--- src/rtl/add_serial_pkg.sv ---
// Shared definitions for the bit-serial adder feeder: default widths,
// adder latency, feeder FSM encoding and the operand FIFO entry layout.
package add_serial_pkg;

    localparam int ADD_WIDTH = 8;
    localparam int ADD_LAT   = 9;   // 1 load cycle + 8 ADD cycles
    localparam int ADD_TAG_W = 4;

    typedef enum logic [2:0] {
        ST_IDLE    = 3'd0,
        ST_START   = 3'd1,
        ST_RUN     = 3'd2,
        ST_CAPTURE = 3'd3,
        ST_RELEASE = 3'd4
    } feeder_state_e;

    // Operand FIFO entry for the default configuration, MSB first: {tag, a, b}.
    typedef struct packed {
        logic [ADD_TAG_W-1:0] tag;
        logic [ADD_WIDTH-1:0] a;
        logic [ADD_WIDTH-1:0] b;
    } operand_entry_t;

endpackage

--- src/rtl/add_serial_fifo.sv ---
// Generic synchronous FIFO. Pointers wrap modulo DEPTH; occupancy is tracked
// by an explicit counter, so full/empty never depend on pointer equality.
// Pushes while full and pops while empty are ignored.
module add_serial_fifo #(
    parameter int DEPTH  = 2,
    parameter int DATA_W = 20,
    localparam int PTR_W = (DEPTH > 1) ? $clog2(DEPTH) : 1,
    localparam int CNT_W = $clog2(DEPTH + 1)
) (
    input  logic              clk,
    input  logic              rst,
    input  logic              push,
    input  logic [DATA_W-1:0] push_data,
    input  logic              pop,
    output logic [DATA_W-1:0] pop_data,
    output logic              full,
    output logic              empty,
    output logic [CNT_W-1:0]  count
);

    logic [DATA_W-1:0] mem_q [DEPTH];
    logic [PTR_W-1:0]  wr_ptr_q, wr_ptr_d;
    logic [PTR_W-1:0]  rd_ptr_q, rd_ptr_d;
    logic [CNT_W-1:0]  count_q, count_d;
    logic              do_push;
    logic              do_pop;

    function automatic logic [PTR_W-1:0] ptr_next(input logic [PTR_W-1:0] p);
        return (p == PTR_W'(DEPTH - 1)) ? '0 : p + PTR_W'(1);
    endfunction

    assign full     = (count_q == CNT_W'(DEPTH));
    assign empty    = (count_q == '0);
    assign count    = count_q;
    assign do_push  = push && !full;
    assign do_pop   = pop && !empty;
    assign pop_data = mem_q[rd_ptr_q];

    // Pointer and occupancy next-state; push and pop together leave count unchanged.
    always_comb begin
        wr_ptr_d = wr_ptr_q;
        rd_ptr_d = rd_ptr_q;
        count_d  = count_q;
        if (do_push) wr_ptr_d = ptr_next(wr_ptr_q);
        if (do_pop)  rd_ptr_d = ptr_next(rd_ptr_q);
        case ({do_push, do_pop})
            2'b10:   count_d = count_q + CNT_W'(1);
            2'b01:   count_d = count_q - CNT_W'(1);
            default: count_d = count_q;
        endcase
    end

    // Control registers, cleared by the asynchronous reset.
    always_ff @(posedge clk or posedge rst) begin
        if (rst) begin
            wr_ptr_q <= '0;
            rd_ptr_q <= '0;
            count_q  <= '0;
        end else begin
            wr_ptr_q <= wr_ptr_d;
            rd_ptr_q <= rd_ptr_d;
            count_q  <= count_d;
        end
    end

    // Storage array; contents are only meaningful behind the pointers, so no reset.
    always_ff @(posedge clk) begin
        if (do_push) mem_q[wr_ptr_q] <= push_data;
    end

endmodule

--- src/rtl/add_serial_feeder.sv ---
// Operand-issue stage for the bit-serial adder. Buffers tagged operand pairs,
// launches one add at a time, waits out the fixed adder latency, captures the
// sum into a valid/ready result register, then releases the adder.
//
// Handshakes: a transfer happens on a rising clk edge where valid && ready.
// in_ready depends only on FIFO fullness; res_valid never waits on res_ready,
// and res_sum/res_tag hold while res_valid && !res_ready.
module add_serial_feeder
    import add_serial_pkg::*;
#(
    parameter int WIDTH = ADD_WIDTH,
    parameter int DEPTH = 2,
    parameter int LAT   = ADD_LAT,
    parameter int TAG_W = ADD_TAG_W
) (
    input  logic             clk,
    input  logic             rst,
    input  logic             in_valid,
    output logic             in_ready,
    input  logic [WIDTH-1:0] in_a,
    input  logic [WIDTH-1:0] in_b,
    input  logic [TAG_W-1:0] in_tag,
    output logic [WIDTH-1:0] add_a,
    output logic [WIDTH-1:0] add_b,
    output logic             add_en,
    input  logic [WIDTH-1:0] add_out,
    output logic             res_valid,
    input  logic             res_ready,
    output logic [WIDTH-1:0] res_sum,
    output logic [TAG_W-1:0] res_tag,
    output logic             busy
);

    localparam int ENTRY_W = TAG_W + 2 * WIDTH;
    localparam int CNT_W   = $clog2(LAT + 1);
    localparam int FCNT_W  = $clog2(DEPTH + 1);

    feeder_state_e     state_q, state_d;
    logic [CNT_W-1:0]  cnt_q, cnt_d;
    logic [WIDTH-1:0]  add_a_q, add_a_d;
    logic [WIDTH-1:0]  add_b_q, add_b_d;
    logic [TAG_W-1:0]  tag_q, tag_d;
    logic              res_valid_q, res_valid_d;
    logic [WIDTH-1:0]  res_sum_q, res_sum_d;
    logic [TAG_W-1:0]  res_tag_q, res_tag_d;

    logic [ENTRY_W-1:0] fifo_din;
    logic [ENTRY_W-1:0] fifo_dout;
    logic               fifo_pop;
    logic               fifo_full;
    logic               fifo_empty;
    logic [FCNT_W-1:0]  fifo_count;
    logic [TAG_W-1:0]   head_tag;
    logic [WIDTH-1:0]   head_a;
    logic [WIDTH-1:0]   head_b;

    assign fifo_din = {in_tag, in_a, in_b};
    assign head_tag = fifo_dout[ENTRY_W-1 -: TAG_W];
    assign head_a   = fifo_dout[2*WIDTH-1 -: WIDTH];
    assign head_b   = fifo_dout[WIDTH-1:0];

    add_serial_fifo #(
        .DEPTH  (DEPTH),
        .DATA_W (ENTRY_W)
    ) u_fifo (
        .clk       (clk),
        .rst       (rst),
        .push      (in_valid && in_ready),
        .push_data (fifo_din),
        .pop       (fifo_pop),
        .pop_data  (fifo_dout),
        .full      (fifo_full),
        .empty     (fifo_empty),
        .count     (fifo_count)
    );

    // No bypass: a full FIFO refuses input even in a cycle that pops.
    assign in_ready  = !fifo_full;
    assign add_a     = add_a_q;
    assign add_b     = add_b_q;
    assign res_valid = res_valid_q;
    assign res_sum   = res_sum_q;
    assign res_tag   = res_tag_q;
    assign busy      = (state_q != ST_IDLE) || (fifo_count != '0);

    // Next-state and outputs of the issue FSM and result register.
    always_comb begin
        state_d     = state_q;
        cnt_d       = cnt_q;
        add_a_d     = add_a_q;
        add_b_d     = add_b_q;
        tag_d       = tag_q;
        res_valid_d = res_valid_q;
        res_sum_d   = res_sum_q;
        res_tag_d   = res_tag_q;
        fifo_pop    = 1'b0;
        add_en      = 1'b0;

        // Consumer takes the result; CAPTURE below may reload it this cycle.
        if (res_valid_q && res_ready) res_valid_d = 1'b0;

        case (state_q)
            ST_IDLE: begin
                if (!fifo_empty) begin
                    fifo_pop = 1'b1;
                    add_a_d  = head_a;
                    add_b_d  = head_b;
                    tag_d    = head_tag;
                    state_d  = ST_START;
                end
            end
            ST_START: begin
                add_en  = 1'b1;
                // Counts RUN cycles so CAPTURE lands LAT cycles after START.
                cnt_d   = CNT_W'(LAT - 2);
                state_d = ST_RUN;
            end
            ST_RUN: begin
                if (cnt_q == '0) state_d = ST_CAPTURE;
                else             cnt_d   = cnt_q - CNT_W'(1);
            end
            ST_CAPTURE: begin
                // Adder sits in DONE with add_out stable while we wait for room.
                if (!res_valid_q || res_ready) begin
                    res_valid_d = 1'b1;
                    res_sum_d   = add_out;
                    res_tag_d   = tag_q;
                    state_d     = ST_RELEASE;
                end
            end
            ST_RELEASE: begin
                add_en = 1'b1;
                if (!fifo_empty) begin
                    fifo_pop = 1'b1;
                    add_a_d  = head_a;
                    add_b_d  = head_b;
                    tag_d    = head_tag;
                    state_d  = ST_START;
                end else begin
                    state_d  = ST_IDLE;
                end
            end
            default: state_d = ST_IDLE;
        endcase
    end

    // State, operand and result registers with asynchronous reset.
    always_ff @(posedge clk or posedge rst) begin
        if (rst) begin
            state_q     <= ST_IDLE;
            cnt_q       <= '0;
            add_a_q     <= '0;
            add_b_q     <= '0;
            tag_q       <= '0;
            res_valid_q <= 1'b0;
            res_sum_q   <= '0;
            res_tag_q   <= '0;
        end else begin
            state_q     <= state_d;
            cnt_q       <= cnt_d;
            add_a_q     <= add_a_d;
            add_b_q     <= add_b_d;
            tag_q       <= tag_d;
            res_valid_q <= res_valid_d;
            res_sum_q   <= res_sum_d;
            res_tag_q   <= res_tag_d;
        end
    end

endmodule

--- config.mk ---
export PLATFORM = sky130hd
export DESIGN_NAME = add_serial_feeder
export DESIGN_NICKNAME = d
export VERILOG_FILES = /design/src/rtl/add_serial_pkg.sv /design/src/rtl/add_serial_fifo.sv /design/src/rtl/add_serial_feeder.sv
export SDC_FILE = /design/constraint.sdc
export NUM_CORES = 1
export LEC_CHECK = 0
export CORE_ASPECT_RATIO = 0.8
export CORE_MARGIN = 3
export CORE_UTILIZATION = 54
export CTS_CLUSTER_DIAMETER = 120
export DETAILED_ROUTE_END_ITERATION = 10
export PLACE_DENSITY = 0.83
export SLEW_MARGIN = 15
export SYNTH_ARGS = -nofsm -noshare
export SYNTH_HDL_FRONTEND = slang
export SYNTH_HIERARCHICAL = 1
export SYNTH_SLANG_ARGS = --single-unit
--- constraint.sdc ---
create_clock -name clk -period 4.1 [get_ports clk]
set_clock_uncertainty 0.05 [all_clocks]
set_input_delay 0.41 -clock clk [delete_from_list [all_inputs] [get_ports clk]]
set_output_delay 0.41 -clock clk [all_outputs]
set_load 0.01 [all_outputs]
# ---- After elaboration in Yosys (flattened, before gate mapping)
# Memory sizes are Yosys's and may differ from the RTL's. A register that Yosys moved wholly into a read port is not among the register bits.
# Cells that the tools add are included.
dict set report classes {
  addsub 5
  mul 0
  div 0
  magnitude_cmp 0
  n_eq_ne 11
  shift 0
  n_mux 18
  bitwise_logic 1
  reduce_logical 22
}
# operator count
set op_table {}
lappend op_table {{3-bit one-hot mux with 5 select lines} 1}
lappend op_table {{1-bit 2-to-1 mux} 11}
lappend op_table {{3-bit 2-to-1 mux} 3}
lappend op_table {{2-bit != test, second input constant} 4}
lappend op_table {{4-bit one-hot mux with 2 select lines} 1}
lappend op_table {{3-bit by 2-bit equality test with 1-bit output, second input constant} 2}
lappend op_table {{2-bit AND reduction} 3}
lappend op_table {{2-bit nonzero test} 3}
lappend op_table {{2-bit equality test, second input constant} 2}
lappend op_table {{1-bit logical AND} 4}
lappend op_table {{4-bit logical NOT} 1}
lappend op_table {{4-bit 2-to-1 mux} 1}
lappend op_table {{2-bit one-hot mux with 2 select lines} 1}
lappend op_table {{2-bit OR reduction} 2}
lappend op_table {{4-bit by 1-bit subtractor with 4-bit output, second input constant} 1}
lappend op_table {{3-bit by 1-bit equality test with 1-bit output, second input constant} 1}
lappend op_table {{3-bit equality test, second input constant} 1}
lappend op_table {{1-bit logical NOT} 3}
lappend op_table {{3-bit logical NOT} 1}
lappend op_table {{3-bit AND reduction} 1}
lappend op_table {{3-bit nonzero test} 1}
lappend op_table {{1-bit adder, second input constant} 2}
lappend op_table {{2-bit by 1-bit adder with 2-bit output, second input constant} 1}
lappend op_table {{2-bit by 1-bit equality test with 1-bit output, second input constant} 1}
lappend op_table {{other kinds (4)} 5}
dict set report word_totals {
  reg_bits 24
  latchBits 0
  ram_bits 40
  rom_bits 0
  inputBits 32
  output_inout_bits 32
  word_cells 66
  mem_count 1
}
# memory depth width read_ports rd_ports_with_merged_regs wr line_no
set mem_list {}
lappend mem_list {u_fifo.mem_q 2 20 1 1 1 add_serial_fifo.sv:21} ;# logic [DATA_W-1:0] mem_q [DEPTH];

# ---- Depth between registers and ports, before layout
# Gate-level depths: netlist of run 1.
dict set report depth {
  depth_word 6
  mapped_depth 8
  ltp_nobuf 8
}

# ---- Hierarchy
# Netlist of run 1, hierarchy kept.
# mod n_inst cells_each area_per_inst_um2
set modules_own_cells {}
lappend modules_own_cells {add_serial_feeder 1 118 1710.4}
lappend modules_own_cells {add_serial_fifo 1 81 1641.6}

# ---- Worst setup path before layout of run 1
# No wires, ideal clock.
dict set report synth_timing {
  path_kind {register -> register}
  start {register u_fifo.count_q[0], in the netlist u_fifo/count[0]}
  end {memory u_fifo.mem_q[0][0] (enable)}
  setup_ns 0.397
  arrival_ns 1.688
  required_time_ns 3.653
  path_slack_ns 1.966
  stages_incl_launch_ff 6
  period_less_slack_ns 2.134
  cell_sequence {dfrtp_1 -> nand2b_1 -> inv_1 -> nor2b_1 -> nand2_1 -> nor2_1}
}
dict set report synth_via {
  elab_chain_cells 6
}
# item line_no
set synth_rtl {}
lappend synth_rtl {{start: declaration} add_serial_fifo.sv:24} ;# logic [CNT_W-1:0] count_q, count_d;
lappend synth_rtl {{start signal: assignment} add_serial_fifo.sv:62} ;# count_q <= count_d;
lappend synth_rtl {{2-bit equality test (*)} add_serial_fifo.sv:32} ;# assign full = (count_q == CNT_W'(DEPTH));
lappend synth_rtl {{net fifo_full} add_serial_feeder.sv:50} ;# logic fifo_full;
lappend synth_rtl {{1-bit logical NOT (*)} {add_serial_fifo.sv:35, add_serial_feeder.sv:78}}
lappend synth_rtl {{1-bit logical AND} add_serial_feeder.sv:68} ;# .push (in_valid && in_ready),
lappend synth_rtl {{1-bit logical AND (*)} add_serial_fifo.sv:35} ;# assign do_push = push && !full;
lappend synth_rtl {{1-bit 2-to-1 mux (*)} add_serial_fifo.sv:68} ;# if (do_push) mem_q[wr_ptr_q] <= push_data;
lappend synth_rtl {{1-bit 2-to-1 mux (implied by the code) (*)} add_serial_fifo.sv:68}
lappend synth_rtl {{end: declaration} add_serial_fifo.sv:21}
# The timed path passes the listed nets; every way through them passes the cells marked *.

# ---- Worst setup path after layout of run 1
dict set report layout_timing {
  start {register state_q[0]}
  end {output busy}
}
dict set report layout_via {
  elab_chain_cells 2
}
# item line_no
set layout_rtl {}
lappend layout_rtl {{start: declaration} add_serial_feeder.sv:38} ;# feeder_state_e state_q, state_d;
lappend layout_rtl {{start signal: assignment} add_serial_feeder.sv:159} ;# state_q <= state_d;
lappend layout_rtl {{3-bit nonzero test} add_serial_feeder.sv:84} ;# assign busy = (state_q != ST_IDLE) || (fifo_count != '0);
lappend layout_rtl {{1-bit logical OR} add_serial_feeder.sv:84}
lappend layout_rtl {{end: declaration} add_serial_feeder.sv:31} ;# output logic busy
# No other way between the ends.

==> impl_summary.txt, run 1 <==
----------------------------------------------------
[GRT]
  Maximum number of pins on one net before global-route repair ... 41
  Initial antenna violation count ... 0
  Wire length of the first global-routing pass ... 9556 µm
  Grt ovf ... 0
  Combined global-route utilization of all metal layers ... 17.79%
  Number of global-route vias before repair ... 1,917

[CTS]
  H-tree depth ... 3
  Sinks on Clock Net ... 84
  Worst-Skew Late Latency ... 0.34 ns
  Clock input transition at the sequential cells of the worst setup and hold paths ... 0.08 ns
  Total of cells resized after clock tree synthesis ... 0
  Cts bufs inserted ... 9
  Buffers inserted by post-CTS timing repair ... 0
  CTS Buffer Depth ... 2
  Hold-fix buffer count after cts ... 0
  Clock tree root driver cell ... sky130_fd_sc_hd__clkbuf_8
  Clock tree from TritonCTS ... built

[Drt]
  Met2 wire length ... 2778 µm
  Wire length reported by the detailed router ... 5752 µm
  Post-route antenna net violation count ... 0
  Via count normalized by instance count ... 5.116
  Average routed wire per standard cell ... 16.34 µm
  Met1 Wirelength ... 2609 µm
  Post-route DRC ... 0
  Number of detailed-route iterations in the first pass ... 5
  Initial drt markers ... 84
  Uppermost layer routed ... met4
  Via count ... 1,801
  Met3 wire length ... 321 µm

[Yosys]
  Post-synthesis area per instance ... 16.84 µm²
  Synth cell count leaders ... 44 x sky130_fd_sc_hd__dfrtp_1, 40 x sky130_fd_sc_hd__edfxtp_1, 39 x sky130_fd_sc_hd__mux2_2
  Number of nets in the synthesized netlist ... 233
  Post-synthesis sequential area ratio ... 68.68%
  Post-synth ARST share ... 52.38%
  Summed instance area of the synthesized netlist ... 3352 µm²
  Dominant cell type by area after synthesis ... sky130_fd_sc_hd__edfxtp_1
  Number of unique standard cell types used by synthesis ... 36
  FF+latch count, synth ... 84
  Number of instances in the synthesized netlist ... 199
  Synthesis warning total ... 6
  Top-area cell type share of the netlist area ... 35.83%
  Leading cell type by number of instances after synthesis ... sky130_fd_sc_hd__dfrtp_1
  Top cells by area in the synthesized netlist ... sky130_fd_sc_hd__edfxtp_1 36%, sky130_fd_sc_hd__dfrtp_1 33%, sky130_fd_sc_hd__mux2_2 13%, sky130_fd_sc_hd__mux2_4 4.0%, sky130_fd_sc_hd__mux2_1 1.3%
  Most used flip-flop cell after synthesis ... sky130_fd_sc_hd__dfrtp_1
  EDFF count, synth ... 40

[Power]
  Switching pwr ... 1.016 mW
  Sequential group share of total power ... 44.3%
  Logic gate share of total power ... 38.3%
  Internal power summed over all cells ... 2.264 mW
  Sw Ratio ... 30.99%
  Fraction of power consumed by the clock network ... 17.3%
  Power density of the placed cells ... 772.8 nW/µm²
  Peak VDD IR ... 0.0005339 V
  Pleak ... 1.678 nW

[STA]
  Fin crit share ... 55.57%
  Count of final setup violators ... 0
  Number of pins exceeding their max-slew limit in the final report ... 0
  Setup TNS ... 0 ns
  Number of endpoints with negative hold slack in the final report ... 0
  Setup slack of the critical path after layout ... 1.822 ns
  Worst-Margin Slew ... 1.035 ns
  Normalized max-slew margin ... 30.94%
  RSZ-0062 raised after global routing ... false
  Min cycle time layout ... 2.278 ns
  Max Fclk ... 438.9 MHz

[Cells and area]
  Number of nets in the finished design ... 300
  Total inserted antenna cells ... 0
  Final cell count without fillers ... 352
  Fraction of final layout cells with drive strength greater than 1 ... 26.57%
  Fillcell total ... 407
  Layout overhead on the synthesized area ... 26.61%

[Place]
  Worst Setup Slack post-DPL ... 1.709 ns
  Number of input and output port buffers inserted ... 63
  Placed wire-length estimate ... 3861 µm
  Cell count after placement ... 336
  Weighted congestion reported at the end of routability-driven placement ... 0.7472

[Floorplanning]
  I/O pins ... 64
  Die width ... 94.09 µm
  Initial cell density of the core ... 56.10%
  Height of the die ... 76.47 µm
  Placeable core area ... 5974 µm²
  Row count ... 25
  Total Die Area ... 7195 µm²

[Critical path]
  Required time worst endpoint ... 3.64 ns
  Crit path max fanout ... 12
  Crit path DAT ... 1.82 ns
  Critical Path Start ... state_q[0]$_DFFE_PP0P_
  Critical path launch point type ... register
  Worst-case reg-to-reg path depth ... 5
  Endpoint kind of the worst setup timing path ... output port
  Path type of the worst setup path ... reg -> out
  Reg-to-reg startpoint ... u_fifo/count[0]$_DFFE_PP0P_

[Job]
  Total of max-cap violations ... 0

[Min path]
  Min-delay worst type ... in -> async

[Status]
  Status ... complete, no violations

----------------------------------------------------
[worst max-delay path, cell delays in order, from the launching register on]
cell and delay [ns]:
sky130_fd_sc_hd__dfrtp_1 0.53, sky130_fd_sc_hd__nor4_1 0.35, sky130_fd_sc_hd__nand2_1 0.10, sky130_fd_sc_hd__clkdlybuf4s50_1 0.49
[registers in the layout (all words and copies together), names as in the netlist, 2 cells and up]
signal	count
add_b	8
res_sum	8
state_q	3
u_fifo/mem_q	40
tag_q	4
add_a	8
cnt_q	4
res_tag	4
u_fifo/count	2
[final timing paths]
| kind | end | slack, ns |
|---|---|---|
| setup / recovery | busy | 1.82 |
| hold / removal | u_fifo/rd_ptr_q$_DFFE_PP0P_ | 0.25 |
| setup reg to reg | u_fifo/mem_q[0][5]$_DFFE_PP_ | 1.94 |
| hold reg to reg | res_sum[5]$_DFFE_PP0P_ | 0.45 |
| max in group asynchronous | res_valid$_DFF_PP0_ | 2.93 |
| min in group clk | res_sum[5]$_DFFE_PP0P_ | 0.45 |
[cells in the final DEF (no fill, tap or decap), types with 2 or more instances in the layout]
cell                               n
sky130_fd_sc_hd__inv_1             9
sky130_fd_sc_hd__o21ai_0           4
sky130_fd_sc_hd__a21oi_1           2
sky130_fd_sc_hd__mux2i_1           2
sky130_fd_sc_hd__xnor2_1           3
sky130_fd_sc_hd__edfxtp_1         40
sky130_fd_sc_hd__mux2_4            9
sky130_fd_sc_hd__mux2_2           39
sky130_fd_sc_hd__mux2_1            4
sky130_fd_sc_hd__dfrtp_1          44
sky130_fd_sc_hd__clkdlybuf4s50_1  63
sky130_fd_sc_hd__xor2_1            2
sky130_fd_sc_hd__clkinv_4          2
sky130_fd_sc_hd__nand2_1           5
sky130_fd_sc_hd__nand2b_1          4
sky130_fd_sc_hd__nor2_1            2
sky130_fd_sc_hd__clkbuf_8         10
sky130_fd_sc_hd__ha_1              2
[power by group through the flow]
stage / Sequential [mW] / Clock (mW) / Combinational, mW
after global routing: 1.50 / 0.618 / 1.37
after floorplan: 1.43 / 0 / 0.806
after detailed placement: 1.47 / 0 / 1.26
after CTS: 1.46 / 0.586 / 1.27
after global placement: 1.45 / 0 / 1.23
final: 1.45 / 0.569 / 1.26
[final cells by class]
class                           instances  area, µm²  area share, %
Clock inverter                          5      40.04         0.9434
Multi-Input combinational cell         97      962.2          22.67
Sequential cell                        84       2302          54.25
Timing Repair Buffer                   64      638.1          15.04
Tap cell                               81      101.3          2.388
Inverter                               10      37.54         0.8844
Clock buffer                           11      162.7          3.833
[routing by layer]
layer	vias up	track usage (%)
li1	855	-
met1	884	24.26
met2	58	27.50
met3	4	6.318
met4	0	4.329
met5	-	0
[stage by stage]
step	util [%]	total power [mW]	hold slack, ns	instance area (µm²)
after floorplan	-	2.239	0.1261	3352
after global placement	67.64	2.685	0.4179	4041
final	71.04	3.280	0.2506	4244
after CTS	71.04	3.315	0.2419	4244
after detailed placement	67.64	2.736	0.4386	4041
after global routing	71.04	3.488	0.2655	4244
[cells by family (layout without fill, tap and decap cells)]
logic type               Yosys count  after routing  synth area share [%]
flip-flops                        84             84                 68.68
XOR/XNOR                           5              5                 1.307
adder cells (fa/ha/maj)            2              2                0.7464
buffers and inverters             18             90                 2.874
multiplexers                      54             54                 19.07
AND/OR/NAND/NOR                   24             24                 4.890
AO/OA/AOI/OAI                     12             12                 2.427
Power figures use the tool's default switching activity.
==> run 2, diff against run 1 <==
--- a/config.mk
+++ b/config.mk
@@ -7,10 +7,10 @@
 export LEC_CHECK = 0
 export CORE_ASPECT_RATIO = 0.8
 export CORE_MARGIN = 3
-export CORE_UTILIZATION = 54
+export CORE_UTILIZATION = 46
 export CTS_CLUSTER_DIAMETER = 120
 export DETAILED_ROUTE_END_ITERATION = 10
-export PLACE_DENSITY = 0.83
+export PLACE_DENSITY = 0.75
 export SLEW_MARGIN = 15
 export SYNTH_ARGS = -nofsm -noshare
 export SYNTH_HDL_FRONTEND = slang
==> constraint.sdc (replaced) <==
create_clock -name clk -period 2 [get_ports clk]
set_clock_uncertainty 0.05 [all_clocks]
set_input_delay 0.2 -clock clk [delete_from_list [all_inputs] [get_ports clk]]
set_output_delay 0.2 -clock clk [all_outputs]
set_load 0.01 [all_outputs]
==> run 2 against run 1 <==
Against the previous run:
- largest power group unchanged
- final cell count is 4.8% higher
- highest routed layer unchanged
- utilization is 8.6 points lower
- global-route usage shrank 2.2 points
- largest cell class unchanged
==> impl_summary.txt, run 2 (same netlist as run 1, synthesis figures left out) <==
----------------------------------------------------
[Critical path]
  Critical path launch point type ... register
  Largest incremental delay on the critical path ... 0.55 ns
  Endpoint kind of the worst setup timing path ... output port
  Reg-to-reg startpoint ... state_q[0]$_DFFE_PP0P_
  Critical Path Start ... state_q[2]$_DFFE_PP0P_
  Crit path capture ... add_en
  Critical-path cell list ... nand2b_1, a21oi_1, clkdlybuf4s50_1
  Crit path DAT ... 1.66 ns
  Path type of the worst setup path ... reg -> out
  Required time worst endpoint ... 1.75 ns
  Standard cell with the maximum stage delay on the critical path ... sky130_fd_sc_hd__clkdlybuf4s50_1
  Setup slack on the worst flop-to-flop path ... 0.28 ns
  Worst r2r dst ... u_fifo/count[1]$_DFFE_PP0P_
  Crit path max fanout ... 8
  Worst-case reg-to-reg path depth ... 6

[CTS]
  Sinks on Clock Net ... 84
  Clock input transition at the sequential cells of the worst setup and hold paths ... 0.08 ns
  Clock tree from TritonCTS ... built
  Cts bufs inserted ... 9
  CTS Buffer Depth ... 2
  Hold-fix buffer count after cts ... 0
  Clock tree root driver cell ... sky130_fd_sc_hd__clkbuf_8
  H-tree depth ... 3
  Worst-Skew Late Latency ... 0.34 ns

[Drt]
  Wire length reported by the detailed router ... 6045 µm
  Via count ... 1,866
  Post-route antenna net violation count ... 0
  Number of detailed-route iterations in the first pass ... 4
  Initial drt markers ... 53
  Average routed wire per standard cell ... 16.38 µm
  Via count normalized by instance count ... 5.057
  Post-route DRC ... 0

[GRT]
  Combined global-route utilization of all metal layers ... 15.55%
  Wire length of the first global-routing pass ... 9715 µm
  Grt ovf ... 0
  Number of global-route vias before repair ... 1,905
  Initial antenna violation count ... 0
  Maximum number of pins on one net before global-route repair ... 31

[Cells and area]
  Layout overhead on the synthesized area ... 30.20%
  Top reg by flops ... u_fifo/mem_q
  Layout Utilization ... 62.41%
  Leading cell types in the layout, fill and taps excluded ... 62 x sky130_fd_sc_hd__clkdlybuf4s50_1, 40 x sky130_fd_sc_hd__dfrtp_1, 40 x sky130_fd_sc_hd__edfxtp_1, 39 x sky130_fd_sc_hd__mux2_2, 10 x sky130_fd_sc_hd__buf_4
  Number of nets in the finished design ... 311
  Total inserted antenna cells ... 0
  Fillcell total ... 542
  Most common cell after layout, fill and taps aside ... sky130_fd_sc_hd__clkdlybuf4s50_1
  Max reg flops ... 40
  Fraction of final layout cells with drive strength greater than 1 ... 30.14%

[Floorplanning]
  Die width ... 101.4 µm
  Height of the die ... 82.35 µm
  I/O pins ... 64
  Placeable core area ... 6993 µm²
  Total Die Area ... 8354 µm²
  Initial cell density of the core ... 47.93%
  Row count ... 27

[STA]
  Fin crit share ... 95.73%
  RSZ-0062 raised after global routing ... false
  Number of pins exceeding their max-slew limit in the final report ... 0
  Normalized max-slew margin ... 79.55%
  Setup slack of the critical path after layout ... 0.08540 ns
  Count of final setup violators ... 0
  Min cycle time layout ... 1.915 ns
  Setup TNS ... 0 ns
  Max Fclk ... 522.3 MHz
  Worst-Margin Slew ... 0.3067 ns
  Number of endpoints with negative hold slack in the final report ... 0

[Place]
  Number of input and output port buffers inserted ... 63
  Worst Setup Slack post-DPL ... 0.2787 ns
  Weighted congestion reported at the end of routability-driven placement ... 0.7685
  Placed wire-length estimate ... 4038 µm

[Power]
  Peak VDD IR ... 0.0006712 V
  Power density of the placed cells ... 1581 nW/µm²
  Pleak ... 1.739 nW

[Min path]
  Min-delay worst type ... in -> async

[Job]
  Total of max-cap violations ... 0

[Status]
  Status ... complete, no violations

----------------------------------------------------
[run 2: cell type report]
type | count | area, µm² | share of cell area (%)
timing repair buffer | 75 | 748.2 | 17.14
clock inverter | 3 | 18.77 | 0.4300
tap | 87 | 108.9 | 2.494
clock buffer | 13 | 181.4 | 4.157
sequential | 84 | 2307 | 52.87
multi-input combinational | 97 | 962.2 | 22.05
inverter | 10 | 37.54 | 0.8601
[run 2: through the flow]
step / hold slack (ns) / area, µm² / total power [mW] / instances
final: 0.03785 / 4364 / 6.898 / 369
after global routing: 0.03813 / 4364 / 7.330 / 369
after CTS: 0.03378 / 4323 / 6.908 / 364
after detailed placement: 0.4034 / 4119 / 5.712 / 348
after global placement: 0.4032 / 4119 / 5.622 / 348
after floorplan: -0.08392 / 3354 / 4.593 / 199
[run 2: timing repair]
item                                    in CTS  in global routing
gates resized for setup                      3                  2
endpoints found under the setup margin       2                  3
setup buffers                                0                  5
cloned                                       0                  0
[run 2: where the power goes]
part / internal [mW] / switching (mW) / leakage [nW]
clock network: 0.602 / 0.570 / 0.104
logic: 1.69 / 1.15 / 0.753
registers: 2.51 / 0.372 / 0.883
[run 2: worst min path at each step]
stage	to	cells after the start	slack, ns	start
after floorplan	u_fifo/count[0]$_DFFE_PP0P_	1	-0.08	rst
final	u_fifo/rd_ptr_q$_DFFE_PP0P_	2	0.04	rst
after global routing	u_fifo/rd_ptr_q$_DFFE_PP0P_	2	0.04	rst
after global placement	u_fifo/wr_ptr_q$_DFFE_PP0P_	2	0.40	rst
after CTS	u_fifo/wr_ptr_q$_DFFE_PP0P_	2	0.03	rst
after detailed placement	u_fifo/wr_ptr_q$_DFFE_PP0P_	2	0.40	rst
[run 2: worst max-delay path: cells and delay by family (launching register included)]
family                 cells  cell delay [ns]
buffers and inverters      1             0.55
flip-flops                 1             0.46
AO/OA/AOI/OAI              1             0.14
AND/OR/NAND/NOR            1             0.19
[run 2: metal layers]
| layer | part of all wire (%) | global-route usage (%) |
|---|---|---|
| met1 | 45 | 20.41 |
| met2 | 48 | 25.07 |
| met3 | 4.9 | 4.534 |
| met4 | 1.3 | 5.179 |
| met5 | 0 | 0 |
